`src/rtl/fifo_pkg.sv`:
```
`default_nettype none
// ============================================================================
//  Module   : fifo_pkg
//  Brief    : Shared defaults for the FIFO controller slice.
//  Revision : 1.0  initial release
// ============================================================================
package fifo_pkg;

    localparam int c_DEF_DATA_WIDTH = 8;
    localparam int c_DEF_ADDR_WIDTH = 8;
    localparam int c_AF_MARGIN      = 4;

    // Default almost-full threshold sits a fixed margin below the full depth.
    function automatic int af_default(input int addr_width);
        return (1 << addr_width) - c_AF_MARGIN;
    endfunction

endpackage : fifo_pkg
`default_nettype wire

```
`src/rtl/fifo_ctrl_if.sv`:
```
`default_nettype none
// ============================================================================
//  Module   : fifo_ctrl_if
//  Brief    : Producer/consumer handshake and status bundle of the FIFO.
//  Revision : 1.0  initial release
// ============================================================================
interface fifo_ctrl_if
    import fifo_pkg::*;
#(
    parameter int DATA_WIDTH = c_DEF_DATA_WIDTH,
    parameter int ADDR_WIDTH = c_DEF_ADDR_WIDTH
);

    logic                  wr_valid;
    logic [DATA_WIDTH-1:0] wr_data;
    logic                  wr_ready;
    logic                  rd_valid;
    logic [DATA_WIDTH-1:0] rd_data;
    logic                  rd_ready;
    logic                  full;
    logic                  empty;
    logic                  almost_full;
    logic [ADDR_WIDTH:0]   count;

    // The user side of the FIFO.
    modport master (
        output wr_valid, wr_data, rd_ready,
        input  wr_ready, rd_valid, rd_data, full, empty, almost_full, count
    );

    // The FIFO controller side.
    modport slave (
        input  wr_valid, wr_data, rd_ready,
        output wr_ready, rd_valid, rd_data, full, empty, almost_full, count
    );

endinterface : fifo_ctrl_if
`default_nettype wire

```
`src/rtl/fifo_ctrl.sv`:
```
`default_nettype none
// ============================================================================
//  Module   : fifo_ctrl
//  Brief    : First-word-fall-through FIFO controller driving an external
//             RAM with a synchronous write port and an asynchronous read port.
//  Revision : 1.0  initial release
// ============================================================================
module fifo_ctrl
    import fifo_pkg::*;
#(
    parameter int DATA_WIDTH = c_DEF_DATA_WIDTH,
    parameter int ADDR_WIDTH = c_DEF_ADDR_WIDTH,
    parameter int AF_LEVEL   = af_default(ADDR_WIDTH)
) (
    input  logic                  clk,
    input  logic                  rst_n,
    input  logic                  clear,
    fifo_ctrl_if.slave            bus,
    output logic                  ram_we,
    output logic [ADDR_WIDTH-1:0] ram_wr_addr,
    output logic [DATA_WIDTH-1:0] ram_wr_data,
    output logic [ADDR_WIDTH-1:0] ram_rd_addr,
    input  logic [DATA_WIDTH-1:0] ram_rd_data
);

    localparam int                  c_DEPTH    = 2 ** ADDR_WIDTH;
    localparam logic [ADDR_WIDTH:0] c_FULL_CNT = c_DEPTH[ADDR_WIDTH:0];
    localparam logic [ADDR_WIDTH:0] c_AF_CNT   = AF_LEVEL[ADDR_WIDTH:0];
    localparam logic [ADDR_WIDTH:0] c_ONE      = {{ADDR_WIDTH{1'b0}}, 1'b1};
    localparam logic [ADDR_WIDTH:0] c_ZERO     = '0;

    logic [ADDR_WIDTH:0] r_wr_ptr;
    logic [ADDR_WIDTH:0] r_rd_ptr;
    logic [ADDR_WIDTH:0] r_count;
    logic                r_full;
    logic                r_empty;
    logic                r_af;

    logic                w_wr_acc;
    logic                w_rd_acc;
    logic                w_wr_do;
    logic                w_rd_do;
    logic [ADDR_WIDTH:0] w_wr_ptr_nxt;
    logic [ADDR_WIDTH:0] w_rd_ptr_nxt;
    logic [ADDR_WIDTH:0] w_count_nxt;
    logic                w_full_nxt;
    logic                w_empty_nxt;
    logic                w_af_nxt;

    // Handshake acceptance; clear discards both sides of the transfer.
    always_comb begin
        w_wr_acc = bus.wr_valid & ~r_full;
        w_rd_acc = bus.rd_ready & ~r_empty;
        w_wr_do  = w_wr_acc & ~clear;
        w_rd_do  = w_rd_acc & ~clear;
    end

    always_comb begin
        w_wr_ptr_nxt = r_wr_ptr;
        w_rd_ptr_nxt = r_rd_ptr;
        w_count_nxt  = r_count;
        if (clear) begin
            w_wr_ptr_nxt = c_ZERO;
            w_rd_ptr_nxt = c_ZERO;
            w_count_nxt  = c_ZERO;
        end else begin
            if (w_wr_do) begin
                w_wr_ptr_nxt = r_wr_ptr + c_ONE;
            end
            if (w_rd_do) begin
                w_rd_ptr_nxt = r_rd_ptr + c_ONE;
            end
            case ({w_wr_do, w_rd_do})
                2'b10:   w_count_nxt = r_count + c_ONE;
                2'b01:   w_count_nxt = r_count - c_ONE;
                default: w_count_nxt = r_count;
            endcase
        end
        w_empty_nxt = (w_count_nxt == c_ZERO);
        w_full_nxt  = (w_count_nxt == c_FULL_CNT);
        w_af_nxt    = (w_count_nxt >= c_AF_CNT);
    end

    always_ff @(posedge clk or negedge rst_n) begin
        if (!rst_n) begin
            r_wr_ptr <= '0;
            r_rd_ptr <= '0;
            r_count  <= '0;
            r_empty  <= 1'b1;
            r_full   <= 1'b0;
            r_af     <= 1'b0;
        end else begin
            r_wr_ptr <= w_wr_ptr_nxt;
            r_rd_ptr <= w_rd_ptr_nxt;
            r_count  <= w_count_nxt;
            r_empty  <= w_empty_nxt;
            r_full   <= w_full_nxt;
            r_af     <= w_af_nxt;
        end
    end

    // The write strobe is also blocked while reset is held so the RAM is
    // never disturbed by a producer that keeps wr_valid high through reset.
    assign ram_we          = w_wr_do & rst_n;
    assign ram_wr_addr     = r_wr_ptr[ADDR_WIDTH-1:0];
    assign ram_wr_data     = bus.wr_data;
    assign ram_rd_addr     = r_rd_ptr[ADDR_WIDTH-1:0];

    assign bus.rd_data     = ram_rd_data;
    assign bus.wr_ready    = ~r_full;
    assign bus.rd_valid    = ~r_empty;
    assign bus.full        = r_full;
    assign bus.empty       = r_empty;
    assign bus.almost_full = r_af;
    assign bus.count       = r_count;

endmodule : fifo_ctrl
`default_nettype wire
```
`src/flat_wrapper.sv`:
```
// flat-port wrapper written by rule: the top's interface ports become plain ports
module fifo_ctrl_flat import fifo_pkg::*;
#(
    parameter int DATA_WIDTH = c_DEF_DATA_WIDTH,
    parameter int ADDR_WIDTH = c_DEF_ADDR_WIDTH,
    parameter int AF_LEVEL   = af_default(ADDR_WIDTH)
)
  (clk, rst_n, clear, ram_we, ram_wr_addr, ram_wr_data, ram_rd_addr, ram_rd_data, bus_wr_valid, bus_wr_data, bus_rd_ready, bus_wr_ready, bus_rd_valid, bus_rd_data, bus_full, bus_empty, bus_almost_full, bus_count);
  fifo_ctrl_if #(.DATA_WIDTH(DATA_WIDTH), .ADDR_WIDTH(ADDR_WIDTH)) bus_i ();
  input  logic clk;
  input  logic rst_n;
  input  logic clear;
  output logic ram_we;
  output logic [ADDR_WIDTH-1:0] ram_wr_addr;
  output logic [DATA_WIDTH-1:0] ram_wr_data;
  output logic [ADDR_WIDTH-1:0] ram_rd_addr;
  input  logic [DATA_WIDTH-1:0] ram_rd_data;
  input wire logic [$bits(bus_i.wr_valid)-1:0] bus_wr_valid;
  input wire logic [$bits(bus_i.wr_data)-1:0] bus_wr_data;
  input wire logic [$bits(bus_i.rd_ready)-1:0] bus_rd_ready;
  output wire logic [$bits(bus_i.wr_ready)-1:0] bus_wr_ready;
  output wire logic [$bits(bus_i.rd_valid)-1:0] bus_rd_valid;
  output wire logic [$bits(bus_i.rd_data)-1:0] bus_rd_data;
  output wire logic [$bits(bus_i.full)-1:0] bus_full;
  output wire logic [$bits(bus_i.empty)-1:0] bus_empty;
  output wire logic [$bits(bus_i.almost_full)-1:0] bus_almost_full;
  output wire logic [$bits(bus_i.count)-1:0] bus_count;
  assign bus_i.wr_valid = bus_wr_valid;
  assign bus_i.wr_data = bus_wr_data;
  assign bus_i.rd_ready = bus_rd_ready;
  assign bus_wr_ready = bus_i.wr_ready;
  assign bus_rd_valid = bus_i.rd_valid;
  assign bus_rd_data = bus_i.rd_data;
  assign bus_full = bus_i.full;
  assign bus_empty = bus_i.empty;
  assign bus_almost_full = bus_i.almost_full;
  assign bus_count = bus_i.count;
  fifo_ctrl #(.DATA_WIDTH(DATA_WIDTH), .ADDR_WIDTH(ADDR_WIDTH), .AF_LEVEL(AF_LEVEL)) u_core (.clk(clk), .rst_n(rst_n), .clear(clear), .bus(bus_i), .ram_we(ram_we), .ram_wr_addr(ram_wr_addr), .ram_wr_data(ram_wr_data), .ram_rd_addr(ram_rd_addr), .ram_rd_data(ram_rd_data));
endmodule
```
`config.mk`:
```
export PLATFORM = sky130hd
export DESIGN_NAME = fifo_ctrl_flat
export DESIGN_NICKNAME = d
export VERILOG_FILES = /design/src/rtl/fifo_pkg.sv /design/src/rtl/fifo_ctrl_if.sv /design/src/rtl/fifo_ctrl.sv /design/src/flat_wrapper.sv
export SDC_FILE = /design/constraint.sdc
export NUM_CORES = 1
export LEC_CHECK = 0
export ABC_AREA = 1
export CORE_MARGIN = 1.5
export CORE_UTILIZATION = 46
export DETAILED_ROUTE_END_ITERATION = 16
export PLACE_DENSITY = 0.9
export SKIP_CTS_REPAIR_TIMING = 1
export SLEW_MARGIN = 20
export SYNTH_ARGS = -nofsm -noshare
export SYNTH_HDL_FRONTEND = slang
export SYNTH_SLANG_ARGS = --single-unit
```
`constraint.sdc`:
```
create_clock -name clk -period 2.9 [get_ports clk]
set_input_delay 0.725 -clock clk [delete_from_list [all_inputs] [get_ports clk]]
set_output_delay 0.725 -clock clk [all_outputs]
set_load 0.005 [all_outputs]
```
# == Word-level counts from Yosys, hierarchy flattened ==
# Index checks and enable logic that the tools add are counted.
# op_classes
n_addsub,4
multipliers,0
div,0
order_cmp,1
eq_ne,3
shift,0
n_mux,6
n_bitwise,8
reduce_logical,3
# op_table
operator,count
2-to-1 mux 9 bit,5
adder 9 x 1 -> 9 bit (second input constant),3
case mux 9 bit (2 select lines),1
equality test 9 bit (second input constant),1
greater-or-equal comparator 9 x 8 -> 1 bit (second input constant),1
zero test 9 bit,1
subtractor 9 x 1 -> 9 bit (second input constant),1
bitwise AND 1 bit,5
nonzero test 2 bit,2
NOT 1 bit,3
equality test 2 x 1 -> 1 bit (second input constant),1
equality test 2 bit (second input constant),1
# totals
reg_bits,30
latchBits,0
ramBits,0
mem_bits_ro,0
inputBits,21
out_inout_bits,47
word_cells,31
memories,0

# == Depth between registers and ports, before layout ==
# depth
depth_word,7
depth_mapped,23
mapped_depth_nobuf,21

# == Worst setup path after synthesis ==
# OpenSTA, ideal clock, no wires.
# synth_timing
path_kind,input to register
startpoint,input port clear
endpoint,register u_core.r_empty (netlist: u_core.bus.empty)
setup_ns,0.075
arrival_ns,2.851
required_time_ns,2.825
setup_slack_ns,-0.026
cell_stages,18
n_path_buf,3
path_cell_list,clkbuf_1 > nor2_1 > ha_1 > buf_6 > inv_6 > buf_12 > nand2_4 > nand2_2 > inv_2 > ha_1 > o21ai_0 > a21oi_1 > or2_1 > inv_1 > nand2_1 > a21oi_1 > nand3_2 > nor3_2
# synth_between
elab_chain_len,6
word_cells_on_any_way,8
classes_between,2 x eq/ne; 2 x mux; 3 x bitwise; 1 x reduce/logical
# synth_lines
item,line_no,text
from (decl),flat_wrapper.sv:12,input logic clear;
NOT 1 bit,"fifo_ctrl.sv:54, fifo_ctrl.sv:55",
bitwise AND 1 bit (on tied branches),"fifo_ctrl.sv:55, fifo_ctrl.sv:54",
equality test 2 x 1 -> 1 bit / equality test 2 bit (equally long branches),fifo_ctrl.sv:73,"case ({w_wr_do, w_rd_do})"
case mux 9 bit (2 select lines),fifo_ctrl.sv:73,
2-to-1 mux 9 bit (*),fifo_ctrl.sv:62,if (clear) begin
named net u_core.w_count_nxt[1],fifo_ctrl.sv:45,logic [ADDR_WIDTH:0] w_count_nxt;
zero test 9 bit (*),fifo_ctrl.sv:79,w_empty_nxt = (w_count_nxt == c_ZERO);
named net u_core.w_empty_nxt,fifo_ctrl.sv:47,logic w_empty_nxt;
to (signal assigned),fifo_ctrl.sv:96,r_empty <= w_empty_nxt;
to (decl),fifo_ctrl.sv:36,logic r_empty;
# The timed path passes the listed nets; every way through them passes the cells marked *.
# A chain may end at the register's enable or synchronous reset.

# == Worst setup path after layout ==
# layout_timing
startpoint,input port bus_rd_ready
endpoint,register u_core.r_empty (netlist: u_core.bus.empty)
# layout_between
elab_chain_len,6
word_cells_on_any_way,7
classes_between,2 x eq/ne; 2 x mux; 2 x bitwise; 1 x reduce/logical
# layout_lines
item,line_no,text
from (decl),flat_wrapper.sv:20,input wire logic [$bits(bus_i.rd_ready)-1:0] bus_rd_ready;
bitwise AND 1 bit (*),fifo_ctrl.sv:53,w_rd_acc = bus.rd_ready & ~r_empty;
bitwise AND 1 bit (*),fifo_ctrl.sv:55,w_rd_do = w_rd_acc & ~clear;
equality test 2 x 1 -> 1 bit / equality test 2 bit (equally long branches),fifo_ctrl.sv:73,
case mux 9 bit (2 select lines) (*),fifo_ctrl.sv:73,
2-to-1 mux 9 bit (*),fifo_ctrl.sv:62,
named net u_core.w_count_nxt[1],fifo_ctrl.sv:45,
zero test 9 bit (*),fifo_ctrl.sv:79,
named net u_core.w_empty_nxt,fifo_ctrl.sv:47,
# Marks and branches as above.

==> flow_summary.toml <==
[die]
rows = 24
core_um2 = 4380
dieWidth_um = 70.8
start_util_pct = 48.2
io_pins = 68
fp.dieH_um = 70.8
design.die.area_um2 = 5010

[cells_and_area]
diodes = 0
final_common_cell = "nand2_1"
area_growth_pct = 25.8
finalInstanceArea_um2 = 2660
drive_gt1_share_pct = 21.6
fillers = 373
final_nets = 365
mostFrequentLayoutCells = "64 x nand2_1, 40 x inv_1, 33 x clkdlybuf4s50_1"

[global_route]
grt_pass1_vias = 2029
antenna_found_initial = 0
track_usage_pct = 21.1
grt_overflow = 0
grt_max_degree = 29
grt_first_pass_wirelength_um = 8740

[placement]
port_buffers = 35
place_congestion = 0.901
place_area_um2 = 2550
hpwl_um = 3860

[logic_synthesis]
yosysSeqAreaShare_pct = 33.2
yosys_warnings = 0
synthArstFlopShare_pct = 100
synth_cells = 295
syn_area_um2 = 2110
synth_fp_nets = 321
syn_area_per_cell_um2 = 7.17
synth_cell_type_count = 32
ys_ff_latch = 28
synth_edf_count = 0
synthFlopType = "dfrtp_1"

[sta]
finalSetupViolations = 0
fin_crit_sh_pct = 92.2
fmax_ghz = 0.374
fin_crit_ns = 2.67
worstMarginPinSlew_ns = 0.363
fin_skew_ns = 0.0112
rsz0062_at_grt = "no"
final-hold-violation-count = 0
timing.hold.ws_ns = 0.562
slew_viol_final = 0
max_slew_margin_pct = 75.8

[clocking]
h-tree-depth = 1
cts_tree = "built"
clock-sinks = 28
cts_max_path_buffers = 2
numCtsBuffers = 3
ctsRootBufferMaster = "clkbuf_8"
insertion_delay_ns = 0.28
path_clk_slew_ns = 0.10

[worst_setup_path]
critPathLaunchType = "primary input"
cp-end-kind = "register"
path_class = "primary input to register"
cp_max_fo = 4
required_ns = 3.11
cp.arrival_ns = 2.88

[pwr]
leakagePower_nw = 1.33
power_density_nw_per_um2 = 519
ir_drop_v = 0.000322

[route]
postRouteAntennaNets = 0
wl_per_cell_um = 13.0
routed_wl_um = 5090
first_pass_iters = 5
viasPerCell = 5.23
drc = 0
num_vias = 2040
drt_iter0_drc = 140

[status]
status = "complete, no violations"

[run]
maxCapViolCount = 0

[hold_path]
min_path_type = "register to register"
per-layer routing:
metal  wire length, µm  vias to the layer above  track usage [%]
li1                  -                      991                -
met1              2130                      958             25.5
met2              2550                       72             37.8
met3               315                       19             3.28
met4                91                        0             7.76
met5                 0                        -                0
sequential cells by signal (all words and copies together) (netlist names):
signal / cells
u_core.bus.count: 9
u_core.r_rd_ptr: 8
u_core.r_wr_ptr: 8
u_core.bus.almost_full: 1
u_core.bus.empty: 1
u_core.bus.full: 1
critical path, cell delays in order:
cell             delay, ns
clkdlybuf4s50_1       0.45
nand2_1               0.09
nor2_4                0.12
ha_4                  0.18
nand2_2               0.06
nand2_2               0.08
inv_2                 0.04
ha_1                  0.27
o21ai_1               0.13
a21oi_1               0.06
or2_1                 0.21
inv_1                 0.05
nand2_1               0.06
a21oi_2               0.11
nand3_2               0.11
nor3_2                0.13
cell usage after synthesis, types with 2 or more instances:
| master | number | area (µm²) |
|---|---|---|
| xor2_1 | 2 | 17.5 |
| a21oi_1 | 13 | 65.1 |
| dfrtp_1 | 27 | 676 |
| and3_1 | 2 | 12.5 |
| ha_1 | 5 | 62.6 |
| nor3_1 | 8 | 40.0 |
| inv_2 | 2 | 7.51 |
| nand2_4 | 7 | 78.8 |
| inv_1 | 40 | 150 |
| o21ai_0 | 9 | 45.0 |
| nor3_2 | 2 | 20.0 |
| nand2_2 | 14 | 87.6 |
| nand3_1 | 32 | 160 |
| nand3_2 | 5 | 50.1 |
| clkbuf_1 | 2 | 7.51 |
| nand2_1 | 67 | 251 |
| buf_6 | 2 | 22.5 |
| nor2_1 | 25 | 93.8 |
| xnor2_1 | 2 | 17.5 |
| buf_4 | 17 | 128 |
kinds of logic (layout without fill, tap and decap cells):
| logic type | count (synthesis) | after routing | synth area share [%] |
|---|---|---|---|
| xor+xnor | 4 | 4 | 1.66 |
| simple gates | 166 | 166 | 38.8 |
| compound gates | 25 | 25 | 6.45 |
| buf+inv | 67 | 110 | 16.9 |
| fa+ha+maj | 5 | 5 | 2.96 |
| flops | 28 | 28 | 33.2 |
power by group:
part / leakage (nW) / total, mW / internal (mW) / switching, mW
sequential: 0.377 / 0.485 / 0.433 / 0.0518
combinational: 0.920 / 0.586 / 0.272 / 0.314
clock: 0.0357 / 0.309 / 0.185 / 0.124
total: 1.33 / 1.38 / 0.890 / 0.490
worst paths after layout:
check / slack [ns] / cells after the start / from / to
hold reg to reg: 0.56 / 1 / u_core.r_wr_ptr[0] / u_core.r_wr_ptr[0]
setup reg to reg: 0.49 / 18 / u_core.bus.full / u_core.bus.empty
setup / recovery: 0.23 / 16 / bus_rd_ready / u_core.bus.empty
min in group asynchronous: 0.85 / 2 / rst_n / u_core.r_wr_ptr[6]
hold / removal: 0.56 / 1 / u_core.r_wr_ptr[0] / u_core.r_wr_ptr[0]
max in group asynchronous: 1.74 / 2 / rst_n / u_core.bus.empty
layout make-up:
type / instances / area, µm² / area share, %
Clock buffer: 3 / 41.3 / 1.55
Clock inverter: 1 / 30.0 / 1.13
Inverter: 44 / 175 / 6.59
Multi-Input combinational cell: 200 / 1090 / 40.9
Sequential cell: 28 / 702 / 26.4
Tap cell: 52 / 65.1 / 2.45
Timing Repair Buffer: 62 / 558 / 21.0
through the flow:
stage,worst slack [ns],power (mW),utilization [%],std cells,TNS (ns)
3_3_place_gp,-0.268,1.04,58.2,386,-1.11
4_1_cts,-0.0981,1.37,59.8,390,-0.263
2_1_floorplan,0.0480,0.832,-,295,0
5_1_grt,0.00775,1.47,60.7,390,0
3_5_place_dp,-0.370,1.06,58.2,386,-1.84
6_report,0.226,1.38,60.7,390,0
Power figures use the tool's default switching activity.
